[src/rtl/fallthrough_small_fifo.sv]
// Small fallthrough FIFO: dout always shows the head entry while !empty.
module fallthrough_small_fifo #(
    parameter int unsigned WIDTH          = 72,
    parameter int unsigned MAX_DEPTH_BITS = 2
) (
    input  logic             clk,
    input  logic             reset,
    input  logic [WIDTH-1:0] din,
    input  logic             wr_en,
    input  logic             rd_en,
    output logic [WIDTH-1:0] dout,
    output logic             full,
    output logic             nearly_full,
    output logic             empty
);

    localparam int unsigned DEPTH = 1 << MAX_DEPTH_BITS;

    logic [WIDTH-1:0]          mem [DEPTH];
    logic [MAX_DEPTH_BITS-1:0] wr_ptr_q, rd_ptr_q;
    logic [MAX_DEPTH_BITS:0]   depth_q;
    logic                      do_wr, do_rd;

    assign do_wr       = wr_en && !full;
    assign do_rd       = rd_en && !empty;
    assign full        = depth_q == (MAX_DEPTH_BITS+1)'(DEPTH);
    assign nearly_full = depth_q >= (MAX_DEPTH_BITS+1)'(DEPTH - 1);
    assign empty       = depth_q == '0;
    assign dout        = mem[rd_ptr_q];

    always_ff @(posedge clk) begin
        if (do_wr) begin
            mem[wr_ptr_q] <= din;
        end
    end

    always_ff @(posedge clk) begin
        if (!reset) begin
            wr_ptr_q <= '0;
            rd_ptr_q <= '0;
            depth_q  <= '0;
        end else begin
            if (do_wr) wr_ptr_q <= wr_ptr_q + 1'b1;
            if (do_rd) rd_ptr_q <= rd_ptr_q + 1'b1;
            if (do_wr && !do_rd)      depth_q <= depth_q + 1'b1;
            else if (!do_wr && do_rd) depth_q <= depth_q - 1'b1;
        end
    end

endmodule

[config.mk]
export PLATFORM = sky130hd
export DESIGN_NAME = fallthrough_small_fifo
export DESIGN_NICKNAME = d
export VERILOG_FILES = /design/src/rtl/fallthrough_small_fifo.sv
export SDC_FILE = /design/constraint.sdc
export NUM_CORES = 1
export LEC_CHECK = 0
export CAP_MARGIN = 5
export CELL_PAD_IN_SITES_DETAIL_PLACEMENT = 1
export CELL_PAD_IN_SITES_GLOBAL_PLACEMENT = 2
export CORE_MARGIN = 4
export CORE_UTILIZATION = 43
export DETAILED_ROUTE_END_ITERATION = 10
export MAX_ROUTING_LAYER = met4
export PLACE_DENSITY_LB_ADDON = 0.1
export REMOVE_ABC_BUFFERS = 1
export SETUP_SLACK_MARGIN = 0.05
export SLEW_MARGIN = 20
export SYNTH_ARGS = -nofsm -noshare
export SYNTH_HDL_FRONTEND = slang
export SYNTH_SLANG_ARGS = --single-unit
export TNS_END_PERCENT = 100
[constraint.sdc]
create_clock -name clk -period 3.5 [get_ports clk]
set_input_delay 0.7 -clock clk [delete_from_list [all_inputs] [get_ports clk]]
set_output_delay 0.7 -clock clk [all_outputs]
set_load 0.01 [all_outputs]
==> qor.txt <==
================================================================================
Hold_buf cts ......................................................            0
Required time reported for the critical path endpoint .............      2.80 ns
Most common flop cell mapped by yosys ............................. sky130_fd_sc_hd__edfxtp_1
Final ANT Viol Nets ...............................................            0
Total number of vias ..............................................        4,948
Post-layout min period ............................................      3.17 ns
Hold Fails Final Rpt ..............................................            0
Clock skew after layout ...........................................    0.0156 ns
Final count of pins violating max slew ............................            0
Crit path max-delay family ........................................ buffers and inverters
Die Wd ............................................................       168 µm
Slew @ Worst Pin ..................................................     0.604 ns
Vertical extent of the die ........................................       168 µm
R2r setup slk .....................................................      0.98 ns
Post-synthesis area per instance ..................................     25.8 µm²
Area share of the leading cell type in the synthesized netlist ....        0.789
Class of the most critical hold timing path .......................      reg2reg
Sort of element at the end of the critical path ...................   output pin
Share of total power in sequential cells ..........................        0.437
Count of warnings emitted by yosys ................................            0
Final core utilization ............................................        0.553
Power density of the placed cells .................................   740 nW/µm²
Insertion delay of the later-clocked pin in the worst-skew pair ...      0.53 ns
Area taken by multi-input logic gates .............................     1930 µm²
Net Sw Power ......................................................    0.00253 W
Clock group share of total power ..................................        0.305
Post-detailed-route via-to-cell ratio .............................         5.18
Router iterations before antenna repair ...........................            4
Total instance count after detailed placement .....................          902
Number of sinks driven by the clock tree ..........................          297
Area leader, netlist .............................................. sky130_fd_sc_hd__edfxtp_1
Data arrival time at the worst-slack endpoint .....................      2.47 ns
R2r startpoint ....................................................   depth_q[0]
Number of distinct library cells after synthesis ..................           25
Cells after Synth .................................................          425
Cell with the most instances after synthesis ...................... sky130_fd_sc_hd__edfxtp_1
Share of the clock period used by the worst path after layout .....        0.906
Maximum number of pins on one net before global-route repair ......           40
Cells resized by post-CTS repair ..................................            0
Area of placed instances ..........................................   12,900 µm²
Leading cell types by total area after synthesis .................. sky130_fd_sc_hd__edfxtp_1 79%, sky130_fd_sc_hd__mux4_2 14%, sky130_fd_sc_hd__dfxtp_1 1.6%
Site row count ....................................................           58
Final estimated routing congestion in global placement ............        0.693
Final count of negative-setup-slack endpoints .....................            0
Commonest cells post-synth ........................................ 288 x sky130_fd_sc_hd__edfxtp_1, 70 x sky130_fd_sc_hd__mux4_2, 9 x sky130_fd_sc_hd__dfxtp_1, 8 x sky130_fd_sc_hd__and2_1
Residual DRC ......................................................            0
Mean routed wirelength per cell ...................................      22.6 µm
Inserted Clock Buffers ............................................           30
First-pass GRT wire length ........................................      34.1 mm
Final HPWL DP .....................................................      13.5 mm
Initial detailed-routing violation count ..........................          300
Sequential cell area ..............................................     8840 µm²
Post-synth EDFFs ..................................................          288
Overall die area ..................................................   28,100 µm²
Net Sw Frac .......................................................        0.246
Internal portion of total power ...................................    0.00774 W
Ys async rst share ................................................            0
Accumulated negative setup slack ..................................         0 ns
Flip-flop and latch count after synthesis .........................          297
Count of fill cells added during filler insertion .................        2,184
Placeable core area ...............................................   25,100 µm²
Starting utilization of the core area .............................        0.437
Cell with the biggest individual delay on the critical path ....... sky130_fd_sc_hd__mux4_2
Clk Tree Root Cell ................................................ sky130_fd_sc_hd__clkbuf_16
Highest clock frequency the design can meet .......................      315 MHz
Number of antenna violations at the first check in global routing .            1
Relative slew slack ...............................................        0.597
Type of the worst setup path ......................................      reg2out
Critical-path maximum fanout ......................................           16
Combinational fraction of design power ............................        0.258
Max-capacitance violation count ...................................            0
Startpoint of the worst hold path .................................  wr_ptr_q[0]
Nature of the critical path startpoint ............................    flip-flop
Total standard cell area after synthesis ..........................   11,000 µm²
Layout-stage area growth over the synthesis result ................        26.6%
Gr usage total ....................................................        0.161
Fraction of final layout cells with drive strength greater than 1 .        0.216
Port Buffer Count .................................................          150
Sequential-to-total area share from yosys stat ....................        0.805
Static leakage ....................................................      4.41 nW
RSZ-0062 raised after global routing ..............................        false
Count of non-filler cells in the finished layout ..................          955
Buffers inserted by post-CTS timing repair ........................            0
Number of global-route vias before repair .........................        5,602
TritonCTS clock tree ..............................................        built
H-tree levels .....................................................            1
Cell breakdown of the critical path ............................... buf_4, mux4_2, clkdlybuf4s50_1
Post-route standard cell area excluding fillers ...................   13,900 µm²
Worst vdd rail ir drop ............................................       468 µV
NumNets Final .....................................................          686
Final Routed Wirelength ...........................................      21.6 mm
Remaining Overflow, GRT ...........................................            0
CP Buf/Inv Count ..................................................            2
Clock Path Buffers ................................................            3
Outcome ........................................................... complete, no violations
Worst hold slack ..................................................     0.515 ns
Clock slew at reported path FFs ...................................      0.06 ns
Worst stage delay on the critical path ............................      0.57 ns
# IOs .............................................................          151
================================================================================
## registers in the layout, indices dropped and copies added, names as in the netlist, named ones only
register  cells
rd_ptr_q      2
depth_q       3
mem         288
wr_ptr_q      2
## metrics by stage
| step | power, W | setup WS [ns] |
|---|---|---|
| 6_report | 0.0103 | 0.330 |
| 3_3_place_gp | 0.00725 | 0.506 |
| 3_5_place_dp | 0.00730 | 0.422 |
| 5_1_grt | 0.0108 | 0.188 |
| 4_1_cts | 0.0105 | 0.245 |
| 2_1_floorplan | 0.00593 | -0.981 |
## worst register-to-register path, delay by kind of cell, from the launching register on
kind            cells  cell delay, ns
fa+ha+maj           2            0.67
simple gates        3            0.88
buf+inv             1            0.06
xor+xnor            1            0.16
flops               1            0.52
compound gates      1            0.16
## kinds of logic after synthesis
family,count (synthesis),share of synthesized area
compound gates,5,0.00377
xor+xnor,4,0.00320
fa+ha+maj,6,0.00753
buf+inv,21,0.0197
flops,297,0.805
mux,75,0.151
simple gates,17,0.00924
## path summary, 6_finish.rpt
path | to | cells past startpoint
setup / recovery | dout[36] | 3
hold reg to reg | wr_ptr_q[0] | 2
hold / removal | wr_ptr_q[0] | 2
setup reg to reg | depth_q[2] | 8
## power groups by stage
stage                     Sequential (W)  Combinational [W]  Clock [W]
after floorplan                  0.00468            0.00124          0
after global placement           0.00455            0.00270          0
after detailed placement         0.00458            0.00272          0
after CTS                        0.00451            0.00274    0.00323
after global routing             0.00453            0.00285    0.00341
final                            0.00449            0.00265    0.00313
## layout by cell type (no fill, tap or decap), drive strengths merged, types with 5 or more instances in the layout
master and instances:
clkinv 9, clkdlybuf4s50 150, ha 5, clkbuf 37, mux4 72, edfxtp 288
buf 15, dfxtp 9, and2 8
## final cells by class
type,count,share of cell area
flip-flops and latches,297,0.637
multi-input cells,107,0.139
repair buffers,165,0.124
clock buffers,37,0.0575
well taps,330,0.0297
clock inverters,15,0.0126
inverters,3,0.000811
diodes,1,0.000180
## routing by layer
| layer | track usage | vias to the layer above | wire length [µm] | part of all wire |
|---|---|---|---|---|
| met5 | - | - | 0 | 0 |
| met2 | 0.263 | 129 | 11200 | 0.52 |
| met3 | 0.0354 | 23 | 1270 | 0.059 |
| li1 | - | 2189 | - | - |
| met4 | 0.0314 | 0 | 246 | 0.011 |
| met1 | 0.213 | 2607 | 8840 | 0.41 |
Note: power is estimated with default switching activity, not from simulation.
